`config.mk`:
```
export PLATFORM = sky130hd
export DESIGN_NAME = program_sequencer_flat
export DESIGN_NICKNAME = d
export VERILOG_FILES = /design/src/rtl/program_sequencer_if.sv /design/src/rtl/program_sequencer.sv /design/src/flat_wrapper.sv
export SDC_FILE = /design/constraint.sdc
export NUM_CORES = 1
export LEC_CHECK = 0
export ABC_CLOCK_PERIOD_IN_PS = 2800
export BUFFER_PORTS_ARGS = -buffer_cell sky130_fd_sc_hd__buf_2
export CAP_MARGIN = 20
export CORE_UTILIZATION = 36
export CTS_BUF_LIST = sky130_fd_sc_hd__clkbuf_4 sky130_fd_sc_hd__clkbuf_8
export DETAILED_ROUTE_END_ITERATION = 8
export PLACE_DENSITY = 0.61
export SETUP_SLACK_MARGIN = 0.4
export SLEW_MARGIN = 15
export SYNTH_ARGS = -nofsm -noshare
export SYNTH_HDL_FRONTEND = slang
export SYNTH_SLANG_ARGS = --single-unit
```
`constraint.sdc`:
```
create_clock -name clk -period 2.8 [get_ports clk]
set_clock_uncertainty 0.1 [all_clocks]
set_input_delay 0.14 -clock clk [delete_from_list [all_inputs] [get_ports clk]]
set_output_delay 0.14 -clock clk [all_outputs]
set_load 0.02 [all_outputs]
```
`src/rtl/program_sequencer_if.sv`:
```
// Instruction bus between the program sequencer (master) and the
// 8-bit accumulator core (slave): one {cmd,arg} word per handshake,
// with the core's jam flag returned to the sequencer.
interface program_sequencer_if;
    logic [7:0] cmd;
    logic [7:0] arg;
    logic       handshake;
    logic       jam;

    modport master (
        output cmd,
        output arg,
        output handshake,
        input  jam
    );

    modport slave (
        input  cmd,
        input  arg,
        input  handshake,
        output jam
    );
endinterface

```
`src/rtl/program_sequencer.sv`:
```
// Program sequencer: holds a small {cmd,arg} program RAM and plays it out
// to the accumulator core, one single-cycle handshake per word followed by
// GAP wait cycles. A jam from the core freezes the sequencer in FAULT until
// reset and records the index of the last word issued.
module program_sequencer #(
    parameter int DEPTH = 16,
    parameter int AW    = 4,
    parameter int GAP   = 1
) (
    input  logic                  clk,
    input  logic                  rst,
    program_sequencer_if.master   bus,
    input  logic                  load_en,
    input  logic [AW-1:0]         load_addr,
    input  logic [15:0]           load_data,
    input  logic [AW:0]           prog_len,
    input  logic                  start,
    input  logic                  stop,
    output logic                  busy,
    output logic                  done,
    output logic                  fault,
    output logic [AW-1:0]         fault_pc,
    output logic [AW-1:0]         pc
);

    localparam logic [2:0] S_IDLE  = 3'd0;
    localparam logic [2:0] S_ISSUE = 3'd1;
    localparam logic [2:0] S_WAIT  = 3'd2;
    localparam logic [2:0] S_DONE  = 3'd3;
    localparam logic [2:0] S_FAULT = 3'd4;

    localparam logic [7:0]  CMD_NOP  = 8'h07;
    localparam logic [AW:0] DEPTH_W  = (AW+1)'(DEPTH);
    localparam logic [AW:0] LEN_ONE  = (AW+1)'(1);
    localparam logic [AW-1:0] PC_ONE = AW'(1);
    localparam logic [7:0]  GAP_LOAD = 8'(GAP - 1);

    logic [15:0]   mem [DEPTH];

    logic [2:0]    state_q,    state_d;
    logic [7:0]    cmd_q,      cmd_d;
    logic [7:0]    arg_q,      arg_d;
    logic [AW-1:0] pc_q,       pc_d;
    logic [AW:0]   len_q,      len_d;
    logic [7:0]    gap_q,      gap_d;
    logic          done_q,     done_d;
    logic          fault_q,    fault_d;
    logic [AW-1:0] fault_pc_q, fault_pc_d;

    logic          mem_we;
    logic [AW-1:0] fetch_addr;
    logic [15:0]   fetch_word;
    logic [AW:0]   len_clamped;
    logic          last_word;

    // Program RAM write port; writes only land while no run is in flight.
    // NOTE: the RAM has no reset branch on purpose -- resetting a memory array
    // forces it into flops and the program contents are reloaded anyway.
    always_ff @(posedge clk) begin
        if (mem_we) begin
            mem[load_addr] <= load_data;
        end
    end

    // Word fetch with write bypass so a load coinciding with start is seen by word 0.
    always_comb begin
        mem_we      = load_en && (state_q == S_IDLE || state_q == S_DONE);
        fetch_addr  = (state_q == S_WAIT) ? pc_q + PC_ONE : '0;
        fetch_word  = (mem_we && load_addr == fetch_addr) ? load_data : mem[fetch_addr];
        len_clamped = (prog_len > DEPTH_W) ? DEPTH_W : prog_len;
        last_word   = ({1'b0, pc_q} == len_q - LEN_ONE);
    end

    // Next-state and datapath decisions for the run controller.
    always_comb begin
        // NOTE: every signal written here gets a default first, so no path can
        // leave one unassigned and infer a latch.
        state_d    = state_q;
        cmd_d      = cmd_q;
        arg_d      = arg_q;
        pc_d       = pc_q;
        len_d      = len_q;
        gap_d      = gap_q;
        done_d     = done_q;
        fault_d    = fault_q;
        fault_pc_d = fault_pc_q;

        case (state_q)
            S_IDLE, S_DONE: begin
                if (start) begin
                    done_d = 1'b0;
                    len_d  = len_clamped;
                    if (bus.jam) begin
                        state_d    = S_FAULT;
                        fault_d    = 1'b1;
                        fault_pc_d = '0;
                    end else if (prog_len == '0) begin
                        state_d = S_DONE;
                        done_d  = 1'b1;
                    end else begin
                        state_d = S_ISSUE;
                        pc_d    = '0;
                        cmd_d   = fetch_word[15:8];
                        arg_d   = fetch_word[7:0];
                    end
                end
            end
            S_ISSUE: begin
                if (stop) begin
                    state_d = S_IDLE;
                end else begin
                    state_d = S_WAIT;
                    gap_d   = GAP_LOAD;
                end
            end
            S_WAIT: begin
                if (bus.jam) begin
                    state_d    = S_FAULT;
                    fault_d    = 1'b1;
                    fault_pc_d = pc_q;
                end else if (stop) begin
                    state_d = S_IDLE;
                end else if (gap_q == '0) begin
                    if (last_word) begin
                        state_d = S_DONE;
                        done_d  = 1'b1;
                    end else begin
                        state_d = S_ISSUE;
                        pc_d    = pc_q + PC_ONE;
                        cmd_d   = fetch_word[15:8];
                        arg_d   = fetch_word[7:0];
                    end
                end else begin
                    gap_d = gap_q - 8'd1;
                end
            end
            default: begin
                // FAULT: the core stays jammed until its own reset, so hold here.
            end
        endcase
    end

    // State and output registers with synchronous reset.
    // NOTE: sequential state uses non-blocking assignments so every flop
    // samples the pre-edge values regardless of statement order.
    always_ff @(posedge clk) begin
        if (rst) begin
            state_q    <= S_IDLE;
            cmd_q      <= CMD_NOP;
            arg_q      <= '0;
            pc_q       <= '0;
            len_q      <= '0;
            gap_q      <= '0;
            done_q     <= 1'b0;
            fault_q    <= 1'b0;
            fault_pc_q <= '0;
        end else begin
            state_q    <= state_d;
            cmd_q      <= cmd_d;
            arg_q      <= arg_d;
            pc_q       <= pc_d;
            len_q      <= len_d;
            gap_q      <= gap_d;
            done_q     <= done_d;
            fault_q    <= fault_d;
            fault_pc_q <= fault_pc_d;
        end
    end

    assign bus.cmd       = cmd_q;
    assign bus.arg       = arg_q;
    assign bus.handshake = (state_q == S_ISSUE);
    assign busy          = (state_q == S_ISSUE) || (state_q == S_WAIT);
    assign done          = done_q;
    assign fault         = fault_q;
    assign fault_pc      = fault_pc_q;
    assign pc            = pc_q;

endmodule

```
`src/flat_wrapper.sv`:
```
// flat-port wrapper written by rule: the top's interface ports become plain ports
module program_sequencer_flat 
#(
    parameter int DEPTH = 16,
    parameter int AW    = 4,
    parameter int GAP   = 1
)
  (clk, rst, load_en, load_addr, load_data, prog_len, start, stop, busy, done, fault, fault_pc, pc, bus_cmd, bus_arg, bus_handshake, bus_jam);
  program_sequencer_if bus_i ();
  input  logic clk;
  input  logic rst;
  input  logic load_en;
  input  logic [AW-1:0] load_addr;
  input  logic [15:0] load_data;
  input  logic [AW:0] prog_len;
  input  logic start;
  input  logic stop;
  output logic busy;
  output logic done;
  output logic fault;
  output logic [AW-1:0] fault_pc;
  output logic [AW-1:0] pc;
  output wire logic [$bits(bus_i.cmd)-1:0] bus_cmd;
  output wire logic [$bits(bus_i.arg)-1:0] bus_arg;
  output wire logic [$bits(bus_i.handshake)-1:0] bus_handshake;
  input wire logic [$bits(bus_i.jam)-1:0] bus_jam;
  assign bus_cmd = bus_i.cmd;
  assign bus_arg = bus_i.arg;
  assign bus_handshake = bus_i.handshake;
  assign bus_i.jam = bus_jam;
  program_sequencer #(.DEPTH(DEPTH), .AW(AW), .GAP(GAP)) u_core (.clk(clk), .rst(rst), .bus(bus_i), .load_en(load_en), .load_addr(load_addr), .load_data(load_data), .prog_len(prog_len), .start(start), .stop(stop), .busy(busy), .done(done), .fault(fault), .fault_pc(fault_pc), .pc(pc));
endmodule
```
# ---- Yosys cells after proc, flatten, opt, wreduce, memory -nomap -nowiden
# Memory sizes are Yosys's and may differ from the RTL's.
# Index checks and enable logic that the tools add are counted.
dict set report op_classes {
  n_reduce_logical 18
  n_addsub 3
  order_cmp 1
  muxes 58
  eq_ne 18
}
# op count
set op_table {}
lappend op_table {{8-bit 2-to-1 mux} 18}
lappend op_table {{8-bit case mux with 2 select lines} 3}
lappend op_table {{4-bit 2-to-1 mux} 11}
lappend op_table {{2-bit inequality test, second input constant} 10}
lappend op_table {{16-bit 2-to-1 mux} 1}
lappend op_table {{4-bit case mux with 2 select lines} 2}
lappend op_table {{3-bit 2-to-1 mux} 5}
lappend op_table {{1-bit 2-to-1 mux} 11}
lappend op_table {{3-bit case mux with 3 select lines} 1}
lappend op_table {{8-bit logical NOT} 1}
lappend op_table {{8-bit AND reduction} 1}
lappend op_table {{8-bit by 1-bit subtractor with 8-bit output, second input constant} 1}
lappend op_table {{3-bit by 2-bit equality test with 1-bit output, second input constant} 2}
lappend op_table {{2-bit 2-to-1 mux} 3}
lappend op_table {{6-bit AND reduction} 1}
lappend op_table {{4-bit by 5-bit equality test with 1-bit output} 1}
lappend op_table {{5-bit > comparator, second input constant} 1}
lappend op_table {{5-bit logical NOT} 1}
lappend op_table {{5-bit 2-to-1 mux} 1}
lappend op_table {{5-bit AND reduction} 1}
lappend op_table {{5-bit by 1-bit subtractor with 5-bit output, second input constant} 1}
lappend op_table {{4-bit by 1-bit adder with 4-bit output, second input constant} 1}
lappend op_table {{4-bit equality test} 1}
lappend op_table {{2-bit by 1-bit inequality test with 1-bit output, second input constant} 2}
lappend op_table {{12 further kinds} 17}
dict set report totals {
  mem_count 1
  regBits 42
  out_inout_bits 28
  input_bits 31
  mem_bits_rw 256
}
# name depth word_bits rd rd_clocked_by_memory_dff wr line
set memory_table {}
lappend memory_table {u_core.mem 16 16 1 0 1 program_sequencer.sv:38} ;# logic [15:0] mem [DEPTH];

# ---- Logic depth before layout (Yosys ltp)
dict set report logic_depth {
  ltp_word 10
  depth_mapped 9
}

# ---- Worst setup path before layout
# No wires, ideal clock.
dict set report synth_timing {
  path_type {reg-to-reg}
  start {register u_core.state_q[0]}
  end {memory u_core.mem[2][0], enable pin}
  t_required_ps 2291
  arrival_time_ps 2197
  setup_ps 409
  path_slack_ps 94
  period_less_slack_ps 2706
  path_stages_with_launch 6
  path_cell_list {dfxtp_1 buf_2 xnor2_2 and3_1 nand3b_1 nor3_1}
}
dict set report synth_via {
  elab_chain_len 5
  elab_cells_between_ends 6
  classes_between {eq/ne: 1; mux: 2; reduce/logical: 3}
}
# element line
set synth_lines {}
lappend synth_lines {{start: declaration} program_sequencer.sv:40} ;# logic [2:0] state_q, state_d;
lappend synth_lines {{start signal: assignment} program_sequencer.sv:158} ;# state_q <= state_d;
lappend synth_lines {{3-bit by 2-bit equality test with 1-bit output or 3-bit logical NOT (tied branches)} program_sequencer.sv:67} ;# mem_we = load_en && (state_q == S_IDLE || state_q == S_DONE);
lappend synth_lines {{1-bit logical OR (*)} program_sequencer.sv:67}
lappend synth_lines {{1-bit logical AND (*)} program_sequencer.sv:67}
lappend synth_lines {{1-bit 2-to-1 mux (*)} program_sequencer.sv:60} ;# if (mem_we) begin
lappend synth_lines {{1-bit 2-to-1 mux (implied by the code) (*)} program_sequencer.sv:61} ;# mem[load_addr] <= load_data;
lappend synth_lines {{end: declaration} program_sequencer.sv:38}
# Every way passes the cells marked *; elsewhere a longest branch is shown, timed or not.

# ---- Worst setup path after layout
dict set report layout_timing {
  start {register u_core.gap_q[3]}
  end {register u_core.arg_q[7], in the netlist u_core.bus.arg[7]}
}
dict set report layout_via {
  elab_chain_len 3
}
# element line
set layout_lines {}
lappend layout_lines {{start: declaration} program_sequencer.sv:45} ;# logic [7:0] gap_q, gap_d;
lappend layout_lines {{start signal: assignment} program_sequencer.sv:163} ;# gap_q <= gap_d;
lappend layout_lines {{8-bit logical NOT} program_sequencer.sv:123} ;# end else if (gap_q == '0) begin
lappend layout_lines {{2-bit by 1-bit inequality test with 1-bit output (no source line)} -}
lappend layout_lines {{8-bit AND reduction (no source line)} -}
lappend layout_lines {{end signal: assignment} program_sequencer.sv:160} ;# arg_q <= arg_d;
lappend layout_lines {{end: declaration} program_sequencer.sv:42} ;# logic [7:0] arg_q, arg_d;
# No other way between the ends.
# A chain may end at the register's enable or synchronous reset.

==> qor.yml <==
grt_usage_pct: 18.0
fillCellCount: 2895
end_kind: "flip-flop"
area.growth.synth_to_final_pct: 21.9
ys_ff_latch: 298
area.sequential_um2: 8540
drt_wl_total_um: 30800
swShare_pct: 25.0
cts_sinks: 298
power_density_nw_per_um2: 678
yosysMostFrequentCell: "edfxtp_1"
synth_top_area_share_pct: 64.1
clock_latency_ns: 0.58
start_util_pct: 36.8
nets: 952
antenna_found_initial: 0
wire_per_inst_um: 22.1
vias: 7587
numCtsBuffers: 48
setup_tns_ns: 0
cellLeakagePower_nw: 4.88
hpwl_um: 19100
multi_input_area_um2: 3410
drv_cap: 0
grt_use_met1_pct: 25.2
rows: 66
grt-ovfl-total: 0
htreeDepth: 2
synthTopCellsByArea: "edfxtp_1 (64%), dfxtp_1 (7.0%), mux4_2 (5.6%), mux2i_1 (3.7%), nor2_1 (1.8%)"
required_ns: 3.17
synth-edff-count: 256
critPathKind: "flip-flop to flip-flop"
slew_viol_final: 0
grt_use_met3_pct: 4.21
synthArstFlopShare_pct: 0
rsz0062_at_grt: "yes"
path_clk_slew_ns: 0.06
p_int_w: 0.00743
status: "finished, final reports clean"
fin_crit_ns: 2.36
met2_usage_pct: 27.7
die_h_um: 185
slew_headroom_pct: 51.0
portBuffers: 58
timing.hold.worst.class: "primary input to flip-flop"
via_per_inst: 5.45
gp_congestion: 0.850
timing.final.crit_share_pct: 84.3
holdWs_ns: 0.0394
clockPowerShare_pct: 36.9
critPathArrivalTime_ns: 2.73
synth_top_area_cell: "edfxtp_1"
combinationalPowerShare_pct: 12.2
ant_nets: 0
grt_max_degree: 39
grt_pass1_wl_um: 45000
syn_nets: 802
pwr-share-seq_pct: 51.0
num_io_pins: 59
grt_pass1_vias: 7452
syn_area_um2: 12000
whs_path_depth: 2
synthCells: 767
avgSynthCellArea_um2: 15.6
n_antenna_cell: 0
drtIter0Drc: 668
switchingPower_w: 0.00248
start_kind: "flip-flop"
worst_pin_slew_ns: 0.728
drt_pass1_iterations: 5
cts_buffer_depth: 3
reg2reg_depth: 6
drc: 0
ys_types: 59
peakVddDrop_mv: 0.313
drive_gt1_share_pct: 28.9
ys_warn_count: 0
core_area_um2: 32600
fmax_mhz: 424
root_buffer: "clkbuf_8"
gr-max-usage-layer: "met2"
crit_fanout: 7
cts_tree: "built"
die_area_um2: 34000
synthTopCellsByCount: "edfxtp_1 (256), nor2_1 (59), mux2i_1 (44), dfxtp_1 (42), a21oi_1 (41)"
setup_violations: 0
hold_violations: 0
die_w_um: 185
synth-seq-area-share_pct: 71.1
synth_flop_cell: "edfxtp_1"
==> logic make-up after synthesis <==
family | after synthesis | share of synthesized area (%)
flops | 298 | 71.1
compound gates | 158 | 9.02
simple gates | 158 | 6.75
mux | 77 | 9.59
buf+inv | 58 | 2.01
xor+xnor | 14 | 1.09
fa+ha+maj | 4 | 0.417
==> power groups by stage <==
stage | sequential [W] | combinational (W) | clock [W]
after detailed placement | 0.00513 | 0.00106 | 0
after floorplan | 0.00516 | 0.000610 | 0
after global routing | 0.00506 | 0.00129 | 0.00390
final | 0.00505 | 0.00120 | 0.00365
after global placement | 0.00513 | 0.00105 | 0
after CTS | 0.00504 | 0.00111 | 0.00372
==> final timing paths <==
check	to	slack, ns	start
max reg2reg	u_core.bus.arg[7]	0.44	u_core.gap_q[3]
min reg2reg	u_core.fault	0.36	u_core.fault
max	u_core.bus.arg[7]	0.44	u_core.gap_q[3]
min	u_core.pc[2]	0.04	rst
==> cell type report <==
type / instances / share of cell area (%)
clock buffers: 74 / 5.98
clock inverters: 9 / 0.368
inverters: 13 / 0.334
multi-input cells: 412 / 23.3
flip-flops and latches: 298 / 58.4
well taps: 442 / 3.78
repair buffers: 144 / 7.81
==> sequential cells by signal, indices dropped and copies added (netlist names) <==
name,cells
u_core.bus.cmd,8
u_core.gap_q,8
u_core.pc,4
u_core.fault,1
u_core.len_q,5
u_core.mem,256
u_core.done,1
u_core.state_q,3
u_core.bus.arg,8
u_core.fault_pc,4
==> placed cells by master (no fill, tap or decap), types with 23 or more instances in the layout <==
master,synthesis,final
nor2_1,59,57
buf_4,1,47
a21oi_1,41,40
clkbuf_4,0,23
edfxtp_1,256,256
clkbuf_8,0,51
buf_2,10,58
dfxtp_1,42,34
dlygate4sd3_1,0,29
mux2i_1,44,43
mux4_2,30,30
==> stage by stage <==
stage | total power (W) | instance area [um2] | worst slack [ns] | util [%] | std cells
2_1_floorplan | 0.00577 | 12000 | 0.422 | - | 767
3_3_place_gp | 0.00617 | 13200 | 0.345 | 40.3 | 1272
3_5_place_dp | 0.00619 | 13200 | 0.324 | 40.3 | 1272
4_1_cts | 0.00987 | 14400 | 0.393 | 44.2 | 1384
5_1_grt | 0.0103 | 14600 | 0.362 | 44.8 | 1392
6_report | 0.00991 | 14600 | 0.441 | 44.8 | 1392
==> worst max-delay path: stages (launching register included) <==
cell and delay (ns):
dfxtp_2 0.33, or4_4 0.56, nor4b_4 0.27, o22a_2 0.23
o311ai_4 0.13, or2_4 0.37, o31ai_2 0.27
==> routing by layer <==
metal	share of wire (%)	wire length (um)
met2	45	13900
met1	45	13700
met3	8.4	2590
met5	0	0
met4	1.8	558
==> what timing repair did <==
item / CTS / global route
gates resized for setup: 7 / 31
pin swaps: 0 / 12
hold buffers: 29 / 0
cloned: 0 / 3
endpoints found under the setup margin: 13 / 81
setup buffers: 0 / 5
endpoints found under the hold margin: 281 / 0
(Power assumes the default switching activity.)
